**src/rtl/shift_ctrl_pkg.sv**
```systemverilog
// Shared definitions for the serial-capture controller.
//   state_t     : FSM state encoding (IDLE=0, SHIFT=1, HOLD=2)
//   WIDTH_DEF   : default capture width
//   cnt_width() : bits needed to hold a count of 0..w
package shift_ctrl_pkg;

   localparam int WIDTH_DEF = 8;

   typedef enum logic [1:0] {
      IDLE  = 2'd0,
      SHIFT = 2'd1,
      HOLD  = 2'd2
   } state_t;

   function automatic int cnt_width(input int w);
      return $clog2(w + 1);
   endfunction

endpackage

```
**src/rtl/shift_capture_ctrl_shift_reg.sv**
```systemverilog
// shift_reg_en: serial-in/parallel-out shift register.
//   clk, rst : clock, async active-high reset (clears q)
//   clr      : synchronous clear, wins over en
//   en       : shift left one place, din enters bit 0
//   din      : serial input
//   q        : register contents
module shift_reg_en #(
   parameter int WIDTH = 8
) (
   input  logic             clk,
   input  logic             rst,
   input  logic             clr,
   input  logic             en,
   input  logic             din,
   output logic [WIDTH-1:0] q
);

   logic [WIDTH-1:0] q_q;
   logic [WIDTH-1:0] q_d;

   always_comb begin
      q_d = q_q;
      if (clr) begin
         q_d = '0;
      end else if (en) begin
         q_d = {q_q[WIDTH-2:0], din};
      end
   end

   always_ff @(posedge clk or posedge rst) begin
      if (rst) begin
         q_q <= '0;
      end else begin
         q_q <= q_d;
      end
   end

   assign q = q_q;

endmodule

```
**src/rtl/shift_capture_ctrl.sv**
```systemverilog
// shift_capture_ctrl: captures len serial bits (MSB first) per start command and
// presents the right-aligned word on a valid/ready port.
//   clk, rst   : clock, async active-high reset
//   start, len : capture command and bit count (legal 1..WIDTH)
//   din        : serial data, one bit per SHIFT-state edge
//   busy       : state != IDLE
//   out_data   : shift register contents, meaningful while out_valid
//   out_valid  : word held in HOLD
//   out_ready  : consumer accept
//   err        : one-cycle pulse after a start with illegal len
//
// state | meaning
// IDLE  | waiting for start
// SHIFT | sampling din, cnt_q bits remaining
// HOLD  | word complete, waiting for out_ready
module shift_capture_ctrl
   import shift_ctrl_pkg::*;
#(
   parameter int WIDTH = WIDTH_DEF,
   parameter int CNT_W = cnt_width(WIDTH)
) (
   input  logic             clk,
   input  logic             rst,
   input  logic             start,
   input  logic [CNT_W-1:0] len,
   input  logic             din,
   output logic             busy,
   output logic [WIDTH-1:0] out_data,
   output logic             out_valid,
   input  logic             out_ready,
   output logic             err
);

   state_t           state_q, state_d;
   logic [CNT_W-1:0] cnt_q, cnt_d;
   logic             err_q, err_d;
   logic             sr_clr;
   logic             sr_en;
   logic             len_ok;

   assign len_ok = (len != '0) && (len <= CNT_W'(WIDTH));

   always_comb begin
      state_d = state_q;
      cnt_d   = cnt_q;
      err_d   = 1'b0;
      sr_clr  = 1'b0;
      sr_en   = 1'b0;
      case (state_q)
         IDLE: begin
            if (start) begin
               if (len_ok) begin
                  state_d = SHIFT;
                  cnt_d   = len;
                  sr_clr  = 1'b1;
               end else begin
                  err_d = 1'b1;
               end
            end
         end
         SHIFT: begin
            sr_en = 1'b1;
            cnt_d = cnt_q - CNT_W'(1);
            if (cnt_q == CNT_W'(1)) begin
               state_d = HOLD;
            end
         end
         HOLD: begin
            // A start is only honoured on the accepting edge; otherwise the
            // word must stay put, so start without out_ready is dropped.
            if (out_ready) begin
               if (start && len_ok) begin
                  state_d = SHIFT;
                  cnt_d   = len;
                  sr_clr  = 1'b1;
               end else begin
                  state_d = IDLE;
                  err_d   = start;
               end
            end
         end
         default: begin
            state_d = IDLE;
         end
      endcase
   end

   always_ff @(posedge clk or posedge rst) begin
      if (rst) begin
         state_q <= IDLE;
         cnt_q   <= '0;
         err_q   <= 1'b0;
      end else begin
         state_q <= state_d;
         cnt_q   <= cnt_d;
         err_q   <= err_d;
      end
   end

   shift_reg_en #(
      .WIDTH(WIDTH)
   ) u_sr (
      .clk (clk),
      .rst (rst),
      .clr (sr_clr),
      .en  (sr_en),
      .din (din),
      .q   (out_data)
   );

   assign busy      = (state_q != IDLE);
   assign out_valid = (state_q == HOLD);
   assign err       = err_q;

endmodule
```
**config.mk**
```make
export PLATFORM = sky130hd
export DESIGN_NAME = shift_capture_ctrl
export DESIGN_NICKNAME = d
export VERILOG_FILES = /design/src/rtl/shift_ctrl_pkg.sv /design/src/rtl/shift_capture_ctrl_shift_reg.sv /design/src/rtl/shift_capture_ctrl.sv
export SDC_FILE = /design/constraint.sdc
export NUM_CORES = 1
export LEC_CHECK = 0
export CORE_MARGIN = 3
export CORE_UTILIZATION = 45
export CTS_CLUSTER_DIAMETER = 80
export DETAILED_ROUTE_END_ITERATION = 6
export PLACE_DENSITY = 0.85
export SKIP_LAST_GASP = 1
export SLEW_MARGIN = 10
export SYNTH_ARGS = -nofsm -noshare
export SYNTH_HDL_FRONTEND = slang
export SYNTH_SLANG_ARGS = --single-unit
```
**constraint.sdc**
```tcl
create_clock -name clk -period 1.7 [get_ports clk]
set_input_delay 0.255 -clock clk [delete_from_list [all_inputs] [get_ports clk]]
set_output_delay 0.255 -clock clk [all_outputs]
set_load 0.1 [all_outputs]
```
After elaboration in Yosys (flattened, before gate mapping)
Cells that the tools add are included.
- flip-flop bits (word level): 15
- input bits: 9
- word-level logic and storage cells: 47
- muxes and demuxes: 24
- reduce and logical (&&, ||, !) cells: 9
- add/subtract/negate cells: 1
- order comparisons: 1
- eq/ne operators: 8
- operator list (operator ; number):
    4-bit two-way mux ; 4
    8-bit two-way mux ; 2
    4-bit one-hot mux with 3 select lines ; 1
    1-bit two-way mux ; 10
    2-bit two-way mux ; 4
    2-bit != test (second input constant) ; 3
    2-bit one-hot mux with 3 select lines ; 1
    5-bit AND reduction ; 1
    4-bit by 1-bit == test with 1-bit output (second input constant) ; 1
    4-bit <= comparator (second input constant) ; 1
    2-bit by 1-bit != test with 1-bit output (second input constant) ; 2
    1-bit one-hot mux with 2 select lines ; 2
    4-bit AND reduction ; 1
    2-bit nonzero test ; 2
    4-bit nonzero test ; 1
    4-bit by 1-bit subtractor with 4-bit output (second input constant) ; 1
    3-bit nonzero test ; 1
    2-bit by 1-bit == test with 1-bit output (second input constant) ; 1
    2-bit == test (second input constant) ; 1
    1-bit logical AND ; 2
    2-bit logical NOT ; 1

Logic depth before layout (Yosys ltp)
Gate-level depths: netlist of the first run.
- word-level depth: 7
- gate-level depth with buffers: 5
- mapped depth without buffers: 5

Hierarchy
Synthesis of the first run repeated with hierarchy kept, for this count alone.
- cells, all modules: 89
- area, all modules: 893.4 um2
- by module, submodules not included (module ; instances ; area an instance (um2) ; cells an instance):
    shift_capture_ctrl ; 1 ; 564.3 ; 62
    shift_reg_en ; 1 ; 329.1 ; 27

Least setup slack after synthesis of the first run
Ideal clock, no wire load.
- kind: register -> register
- from: register state_q[0]
- to: register state_q[1]
- data arrival time: 1.995 ns
- setup time: 0.078 ns
- cell stages (with the launch flop): 3
- clock period less this slack: 2.073 ns
- setup slack: -0.373 ns
- buffers on the path: 0
- cells stage by stage: dfrtp_1 > nor2b_1 > o2bb2ai_1
- word-level cells in the longest chain between the ends: 3
- elaborated cells between the ends (all ways): 9
- RTL lines (item ; RTL line ; text):
    from (decl) ; shift_capture_ctrl.sv:34 ; state_t state_q, state_d;
    from (signal assigned) ; shift_capture_ctrl.sv:94 ; state_q <= state_d;
    2-bit == test * ; n/a ;
    named net out_valid ; shift_capture_ctrl.sv:29 ; output logic out_valid,
    2-bit by 1-bit != test with 1-bit output (no source line) ; n/a ;
    4-bit AND reduction (no source line) ; n/a ;
The timed path passes the listed nets; every way through them passes the cells marked *.
A chain may end at the register's enable or synchronous reset.

Worst setup path in the final report of the first run
- from: input len[1]
- to: register cnt_q[3]
- word-level cells in the longest chain between the ends: 5
- elaborated cells between the ends (all ways): 7
- RTL lines (item ; RTL line ; text):
    from (decl) ; shift_capture_ctrl.sv:25 ; input logic [CNT_W-1:0] len,
    4-bit <= comparator or 4-bit nonzero test (tied branches) ; shift_capture_ctrl.sv:41 ; assign len_ok = (len != '0) && (len <= CNT_W'(WIDTH));
    1-bit logical AND * ; shift_capture_ctrl.sv:41 ;
    1-bit logical AND ; shift_capture_ctrl.sv:72 ; if (start && len_ok) begin
    2-bit by 1-bit != test with 1-bit output (no source line) ; n/a ;
    5-bit AND reduction (no source line) * ; n/a ;
    to (signal assigned) ; shift_capture_ctrl.sv:95 ; cnt_q <= cnt_d;
    to (decl) ; shift_capture_ctrl.sv:35 ; logic [CNT_W-1:0] cnt_q, cnt_d;
Mark *: on every way between the ends. The rest lies on a longest branch, timed or not.

==> impl_metrics.prom, run 1 <==
# TYPE chip_impl_metric gauge
chip_impl_metric{name="synthesis.yosys.warnings",unit=""} 0
chip_impl_metric{name="nets",unit=""} 125
chip_impl_metric{name="fp.coreArea",unit="sq um"} 1590
chip_impl_metric{name="via_count_of_the_first_global_routing_pass",unit=""} 726
chip_impl_metric{name="num-fill-cells",unit=""} 99
chip_impl_metric{name="grt_antenna_before_repair",unit=""} 0
chip_impl_metric{name="met2_usage",unit=""} 0.351
chip_impl_metric{name="clk_transition_reported_paths",unit="ps"} 90
chip_impl_metric{name="avgViaCountPerCell",unit=""} 5.49
chip_impl_metric{name="final_hold_viol_count",unit=""} 0
chip_impl_metric{name="clock-sinks",unit=""} 15
chip_impl_metric{name="power.density_cell_area",unit="nW/um^2"} 2080
chip_impl_info{name="cp-start-kind",value="primary input"} 1
chip_impl_metric{name="post-dp-hpwl",unit="um"} 1550
chip_impl_metric{name="htree_num_levels",unit=""} 1
chip_impl_metric{name="cp_max_fo",unit=""} 6
chip_impl_info{name="run_status",value="finished, final reports clean"} 1
chip_impl_metric{name="tns",unit="ps"} 0
chip_impl_metric{name="maxCapViolations",unit=""} 0
chip_impl_metric{name="port-buffer-count",unit=""} 19
chip_impl_metric{name="switchingPower",unit="mW"} 1.30
chip_impl_metric{name="die_height",unit="um"} 48.1
chip_impl_metric{name="synth_async_sr_flop_share",unit=""} 1.00
chip_impl_metric{name="synthToLayoutAreaGrowth",unit="%"} 49.7
chip_impl_metric{name="synth.net_count",unit=""} 97
chip_impl_metric{name="combinationalPowerShare",unit=""} 0.648
chip_impl_metric{name="gr-total-overflow",unit=""} 0
chip_impl_metric{name="finalWorstPathRequiredPeriod",unit="ps"} 1650
chip_impl_metric{name="syn_area",unit="sq um"} 798
chip_impl_metric{name="worst_pin_slew",unit="ps"} 564
chip_impl_metric{name="post-route-drc-count",unit=""} 0
chip_impl_metric{name="drt.antenna.violating_nets",unit=""} 0
chip_impl_metric{name="vdd_ir_drop_max",unit="mV"} 1.47
chip_impl_info{name="rsz0062_at_grt",value="false"} 1
chip_impl_metric{name="timing.critical_path.arrival",unit="ps"} 1810
chip_impl_metric{name="grt_util_met1",unit=""} 0.249
chip_impl_info{name="globalRoute.busiestLayer",value="met2"} 1
chip_impl_metric{name="max_stage_delay",unit="ps"} 450
chip_impl_info{name="critical_path.cell_chain",value="clkdlybuf4s50_1, o31a_1, nor4b_2, buf_4, and2b_2, a311oi_1"} 1
chip_impl_metric{name="grt_use_total",unit=""} 0.211
chip_impl_metric{name="number_of_synthesized_flops_with_an_enable_pin",unit=""} 0
chip_impl_info{name="dominantRegCellSynth",value="dfrtp_1"} 1
chip_impl_metric{name="drt_iter0_drc",unit=""} 16
chip_impl_info{name="hold_path_class",value="primary input to asynchronous set/reset pin"} 1
chip_impl_metric{name="cell_internal_power",unit="mW"} 1.18
chip_impl_metric{name="synthDistinctLibCells",unit=""} 30
chip_impl_metric{name="mean_instance_size_in_the_synthesized_netlist",unit="sq um"} 9.28
chip_impl_metric{name="routed-via-count",unit=""} 752
chip_impl_metric{name="clk-insertion-delay-late",unit="ps"} 290
chip_impl_info{name="end_kind",value="flip-flop"} 1
chip_impl_info{name="setup.worst_path.class",value="primary input to flip-flop"} 1
chip_impl_metric{name="grt_start_max_net_pins",unit=""} 16
chip_impl_metric{name="slew_limit_fails",unit=""} 0
chip_impl_metric{name="cp.required",unit="ps"} 1860
chip_impl_metric{name="synthesis.instances",unit=""} 86
chip_impl_metric{name="finalWeightedCongestion",unit=""} 0.840
chip_impl_info{name="critical_path_cell_with_the_highest_stage_delay",value="clkdlybuf4s50_1"} 1
chip_impl_metric{name="proportion_of_layout_cells_with_a_drive_suffix_above_1",unit=""} 0.257
chip_impl_info{name="cts.root.buffer_cell",value="clkbuf_4"} 1
chip_impl_metric{name="die_x",unit="um"} 48.1
chip_impl_metric{name="timing.final.crit_share",unit=""} 0.973
chip_impl_metric{name="cts-root-to-sink-buffers",unit=""} 2
chip_impl_metric{name="final.hold.worst_slack",unit="ps"} 311
chip_impl_metric{name="grt_pass1_wl",unit="um"} 3260
chip_impl_metric{name="diodes",unit=""} 0
chip_impl_metric{name="initial_core_utilization",unit=""} 0.501
chip_impl_metric{name="fp-row-count",unit=""} 14
chip_impl_metric{name="power.sequential.fraction",unit=""} 0.269
chip_impl_metric{name="rel_slew_slack",unit=""} 0.623
chip_impl_metric{name="detail_route.wirelength",unit="um"} 2070
chip_impl_metric{name="cts_hold_buf",unit=""} 0
chip_impl_metric{name="cts_resized",unit=""} 1
chip_impl_metric{name="static-leakage-power",unit="nW"} 0.543
chip_impl_metric{name="cts_inserted_buffers",unit=""} 3
chip_impl_metric{name="gr-usage-met3",unit=""} 0.0517
chip_impl_metric{name="post-cts-setup-buffer-count",unit=""} 0
chip_impl_metric{name="finalSetupViolations",unit=""} 0
chip_impl_metric{name="die_area",unit="sq um"} 2320
chip_impl_metric{name="fin_skew",unit="ps"} 4.41
chip_impl_metric{name="max_freq",unit="MHz"} 605
chip_impl_info{name="clock_tree_from_tritoncts",value="yes"} 1
chip_impl_metric{name="routed_wire_length_per_instance",unit="um"} 15.1
chip_impl_metric{name="drt_pre_antenna_iters",unit=""} 4
chip_impl_metric{name="sw_frac_of_total",unit=""} 0.523
chip_impl_metric{name="clock_power_share",unit=""} 0.083
chip_impl_metric{name="yosys_register_bits",unit=""} 15
chip_impl_metric{name="ioPinCount",unit=""} 20
chip_impl_metric{name="yosysSeqAreaShare",unit=""} 0.470
[power groups by stage]
stage	clock (mW)	sequential (mW)	combinational, mW
floorplan	0	1.15	0.543
global placement	0	0.663	1.54
detailed placement	0	0.674	1.59
CTS	0.211	0.667	1.59
global route	0.222	0.688	1.70
finish	0.206	0.670	1.61
[placed cells by master (no fill, tap or decap), drive strengths merged, types with 2 or more instances in the layout]
cell / n
inv: 8
nor2b: 4
clkdlybuf4s50: 8
nor4: 2
a31oi: 2
buf: 18
a21oi: 10
a311oi: 2
dfrtp: 15
clkbuf: 4
and2b: 2
nor2: 2
or2b: 2
ha: 2
a21o: 2
nand2: 18
[path summary, 6_finish.rpt]
| kind | start | to | slack (ps) | cells past startpoint |
|---|---|---|---|---|
| hold / removal | rst | u_sr.q[5] | 310 | 2 |
| setup / recovery | len[1] | cnt_q[3] | 50 | 6 |
| setup reg to reg | state_q[0] | cnt_q[3] | 160 | 4 |
| min in group clk | cnt_q[3] | cnt_q[3] | 500 | 1 |
| hold reg to reg | cnt_q[3] | cnt_q[3] | 500 | 1 |
| max in group asynchronous | rst | cnt_q[1] | 1020 | 2 |
[cell families (layout without fill, tap and decap cells)]
| logic type | Yosys count | count (layout) | share of synthesized area |
|---|---|---|---|
| AOI/OAI and AO/OA | 23 | 23 | 0.190 |
| buffers and inverters | 11 | 38 | 0.0737 |
| DFF | 15 | 15 | 0.470 |
| adders and majority gates | 2 | 2 | 0.0313 |
| and+or+nand+nor | 35 | 35 | 0.235 |
[cells in the mapped netlist, types with 2 or more instances]
master	n	area share
a21oi_1	10	0.063
a311oi_1	2	0.022
a31oi_1	2	0.016
dfrtp_1	15	0.47
ha_1	2	0.031
inv_1	8	0.038
nand2_1	18	0.085
nor2_1	2	0.0094
nor2b_1	4	0.031
nor4_1	2	0.016
or2b_2	2	0.022
[flip-flops by register name, summed over array words and instances, names as in the netlist]
name	cells
u_sr.q	8
cnt_q	4
state_q	2
err	1
[stage by stage]
step / power (mW) / instance area [sq um] / std cells / utilization / worst slack [ps]
after global placement: 2.20 / 1150 / 133 / 0.724 / -149
after CTS: 2.47 / 1190 / 137 / 0.744 / 96.1
final: 2.49 / 1190 / 137 / 0.750 / 46.5
after detailed placement: 2.26 / 1150 / 133 / 0.724 / -301
after floorplan: 1.69 / 801 / 86 / - / 173
after global routing: 2.61 / 1190 / 137 / 0.750 / 12.5
[metal layers]
layer,share of wire,vias to the layer above
li1,-,355
met1,0.38,357
met2,0.51,32
met3,0.064,8
met4,0.041,0
met5,0,-
[worst max-delay path: cells and delay by family]
family                 cells  cell delay (ps)
buffers and inverters      2              650
and+or+nand+nor            2              480
AOI/OAI and AO/OA          2              430
[cell type report]
type	count	area [sq um]	area share
multi-input combinational	60	380	0.318
timing repair buffer	26	353	0.295
clock buffer	4	26.3	0.0220
inverter	8	30.0	0.0251
sequential	15	375	0.314
tap	24	30.0	0.0251
No activity file was read; power rests on OpenSTA's default activity.
==> inputs of run 2 (changes only) <==
--- a/config.mk
+++ b/config.mk
@@ -5,11 +5,12 @@
 export SDC_FILE = /design/constraint.sdc
 export NUM_CORES = 1
 export LEC_CHECK = 0
+export ABC_AREA = 1
 export CORE_MARGIN = 3
 export CORE_UTILIZATION = 45
 export CTS_CLUSTER_DIAMETER = 80
 export DETAILED_ROUTE_END_ITERATION = 6
-export PLACE_DENSITY = 0.85
+export PLACE_DENSITY = 0.84
 export SKIP_LAST_GASP = 1
 export SLEW_MARGIN = 10
 export SYNTH_ARGS = -nofsm -noshare
==> run 2 against run 1 <==
Hold slack improved by 2.0 ps. Critical path depth decreased by 3. Final area decreased by 0.52%. Non-clock buffer count decreased by 7. Wire length decreased by 18%. Worst setup slack improved by 260 ps. Clock skew increased by 5.8 ps. Utilization decreased by 7.6 points. Die area increased by 6.8%. Flip-flop and latch count unchanged. Sequential share of layout area increased by 0.17 points. Highest routed layer unchanged.
==> impl_metrics.prom, run 2 <==
# TYPE chip_impl_metric gauge
chip_impl_metric{name="regToRegSetupSlack",unit="ps"} 370
chip_impl_metric{name="cp_max_fo",unit=""} 3
chip_impl_metric{name="detail_route.wirelength",unit="um"} 1700
chip_impl_metric{name="drt_iter0_drc",unit=""} 11
chip_impl_metric{name="tns",unit="ps"} 0
chip_impl_metric{name="post-route-drc-count",unit=""} 0
chip_impl_metric{name="post-dp-hpwl",unit="um"} 1260
chip_impl_metric{name="multiInputGateArea",unit="sq um"} 380
chip_impl_metric{name="clk-insertion-delay-late",unit="ps"} 290
chip_impl_metric{name="synthToLayoutAreaGrowth",unit="%"} 38.1
chip_impl_metric{name="timing.critical_path.arrival",unit="ps"} 1140
chip_impl_metric{name="die_x",unit="um"} 49.7
chip_impl_metric{name="slew_limit_fails",unit=""} 0
chip_impl_metric{name="grt_antenna_before_repair",unit=""} 0
chip_impl_metric{name="finalWeightedCongestion",unit=""} 0.866
chip_impl_metric{name="synth.net_count",unit=""} 125
chip_impl_metric{name="fp.coreArea",unit="sq um"} 1760
chip_impl_info{name="final_cell_mix",value="nand2_1, dfrtp_1, inv_1"} 1
chip_impl_metric{name="max_stage_delay",unit="ps"} 420
chip_impl_metric{name="maxCapViolations",unit=""} 0
chip_impl_metric{name="synth_top_area_frac",unit=""} 0.436
chip_impl_info{name="critical_path_cell_with_the_highest_stage_delay",value="dfrtp_1"} 1
chip_impl_info{name="clock_tree_from_tritoncts",value="yes"} 1
chip_impl_info{name="synth.cells.most_frequent",value="nand2_1, dfrtp_1, inv_1"} 1
chip_impl_metric{name="grt_use_total",unit=""} 0.154
chip_impl_metric{name="cts_inserted_buffers",unit=""} 3
chip_impl_metric{name="layout.area.seq",unit="sq um"} 375
chip_impl_metric{name="htree_num_levels",unit=""} 1
chip_impl_metric{name="finalSetupViolations",unit=""} 0
chip_impl_metric{name="ioPinCount",unit=""} 20
chip_impl_info{name="dominantRegCellSynth",value="dfrtp_1"} 1
chip_impl_metric{name="grt_start_max_net_pins",unit=""} 20
chip_impl_metric{name="yosysSeqAreaShare",unit=""} 0.436
chip_impl_metric{name="synth_async_sr_flop_share",unit=""} 1.00
chip_impl_info{name="synth.top_cells.by_area",value="dfrtp_1, nand2_1, inv_1"} 1
chip_impl_metric{name="clk_transition_reported_paths",unit="ps"} 90
chip_impl_metric{name="grt_pass1_wl",unit="um"} 2920
chip_impl_metric{name="syn_area",unit="sq um"} 861
chip_impl_info{name="rsz0062_at_grt",value="false"} 1
chip_impl_metric{name="fin_skew",unit="ps"} 10.2
chip_impl_metric{name="post-cts-setup-buffer-count",unit=""} 0
chip_impl_metric{name="cts_resized",unit=""} 0
chip_impl_metric{name="largest_register_ffs",unit=""} 8
chip_impl_info{name="end_kind",value="output port"} 1
chip_impl_metric{name="avgViaCountPerCell",unit=""} 4.63
chip_impl_metric{name="cp.required",unit="ps"} 1440
chip_impl_metric{name="num-fill-cells",unit=""} 162
chip_impl_info{name="hold_path_class",value="primary input to asynchronous set/reset pin"} 1
chip_impl_metric{name="cts-root-to-sink-buffers",unit=""} 2
chip_impl_metric{name="diodes",unit=""} 0
chip_impl_metric{name="initial_core_utilization",unit=""} 0.488
chip_impl_metric{name="synthesis.instances",unit=""} 114
chip_impl_metric{name="nets",unit=""} 146
chip_impl_metric{name="gr-total-overflow",unit=""} 0
chip_impl_info{name="cp-start-kind",value="flip-flop"} 1
chip_impl_metric{name="routed-via-count",unit=""} 736
chip_impl_metric{name="routed_wire_length_per_instance",unit="um"} 10.7
chip_impl_info{name="setup.worst_path.class",value="flip-flop to output port"} 1
chip_impl_metric{name="worst_pin_slew",unit="ps"} 573
chip_impl_metric{name="max_freq",unit="MHz"} 717
chip_impl_metric{name="timing.final.crit_share",unit=""} 0.820
chip_impl_info{name="critical_path.cell_chain",value="inv_2, nor2_2, buf_12"} 1
chip_impl_metric{name="final_hold_viol_count",unit=""} 0
chip_impl_metric{name="finalWorstPathRequiredPeriod",unit="ps"} 1390
chip_impl_metric{name="rel_slew_slack",unit=""} 0.617
chip_impl_metric{name="cts_hold_buf",unit=""} 0
chip_impl_metric{name="fp-row-count",unit=""} 15
chip_impl_info{name="library_cell_occupying_the_most_area_in_the_post_synthesis_netlist",value="dfrtp_1"} 1
chip_impl_metric{name="die_area",unit="sq um"} 2470
chip_impl_metric{name="mean_instance_size_in_the_synthesized_netlist",unit="sq um"} 7.55
chip_impl_metric{name="number_of_synthesized_flops_with_an_enable_pin",unit=""} 0
chip_impl_metric{name="drt_pre_antenna_iters",unit=""} 4
chip_impl_metric{name="drt.antenna.violating_nets",unit=""} 0
chip_impl_metric{name="clock-sinks",unit=""} 15
chip_impl_metric{name="port-buffer-count",unit=""} 19
chip_impl_metric{name="synthesis.yosys.warnings",unit=""} 0
chip_impl_info{name="layout.cells.most_common",value="nand2_1"} 1
chip_impl_info{name="cts.root.buffer_cell",value="clkbuf_4"} 1
chip_impl_metric{name="via_count_of_the_first_global_routing_pass",unit=""} 737
chip_impl_metric{name="die_height",unit="um"} 49.7
chip_impl_info{name="run_status",value="finished, final reports clean"} 1
chip_impl_metric{name="yosys_register_bits",unit=""} 15
chip_impl_metric{name="synthDistinctLibCells",unit=""} 20
chip_impl_info{name="yosysMostFrequentCell",value="nand2_1"} 1
chip_impl_metric{name="proportion_of_layout_cells_with_a_drive_suffix_above_1",unit=""} 0.224
## run 2: changes by cell type after synthesis, moves of 2 or more
cell      delta
nor2_1       +2
or2b_2       -2
nor2_4       +3
inv_2        +5
a21oi_1     -10
a311oi_1     -2
nor4_1       -2
nand3_1      +7
nor2b_1      -4
nand2_1     +31
inv_1        +5
o21ai_0      +3
nand2_2      +2
a31oi_1      -2
## run 2: per-stage QoR
step                instance area [sq um]  worst slack, ps  utilization  hold WS [ps]  std cells
global route                         1190              253        0.674           365        159
detailed placement                   1160              166        0.658           527        155
finish                               1190              306        0.674           313        159
floorplan                             863              117            -           156        114
global placement                     1160              180        0.658           527        155
CTS                                  1190              282        0.674           329        159
## run 2: worst max-delay path: cells and delay by family (launching register included)
kind                   cells  cell delay [ps]
AND/OR/NAND/NOR            1              150
buffers and inverters      2              270
flip-flops                 1              420
## run 2: final cells by class
cell class	count	area share
well taps	25	0.0263
flip-flops and latches	15	0.316
multi-input cells	77	0.320
inverters	19	0.0621
clock inverters	1	0.00421
repair buffers	19	0.253
clock buffers	3	0.0189
## run 2: final timing paths
| check | startpoint | end | cells after the start |
|---|---|---|---|
| setup / recovery | state_q[1] | out_valid | 3 |
| min in group clk | cnt_q[1] | cnt_q[1] | 2 |
| hold reg to reg | cnt_q[1] | cnt_q[1] | 2 |
| setup reg to reg | cnt_q[0] | cnt_q[2] | 7 |
| max in group asynchronous | rst | u_sr.q[6] | 2 |
| hold / removal | rst | state_q[0] | 2 |
## run 2: metal layers
layer	part of all wire	track usage
met5	0	0
met4	0.019	0.0737
met3	0.053	0.0332
met2	0.50	0.267
met1	0.43	0.178
## run 2: logic make-up (layout without fill, tap and decap cells)
group	count (synthesis)	after routing	synth area share
compound gates	7	7	0.0451
fa+ha+maj	2	2	0.0291
buf+inv	22	42	0.125
flops	15	15	0.436
simple gates	68	68	0.365
Power of run 2 is not shown: default switching activity piles up to over one toggle a cycle in this logic, so the estimate is an artifact.
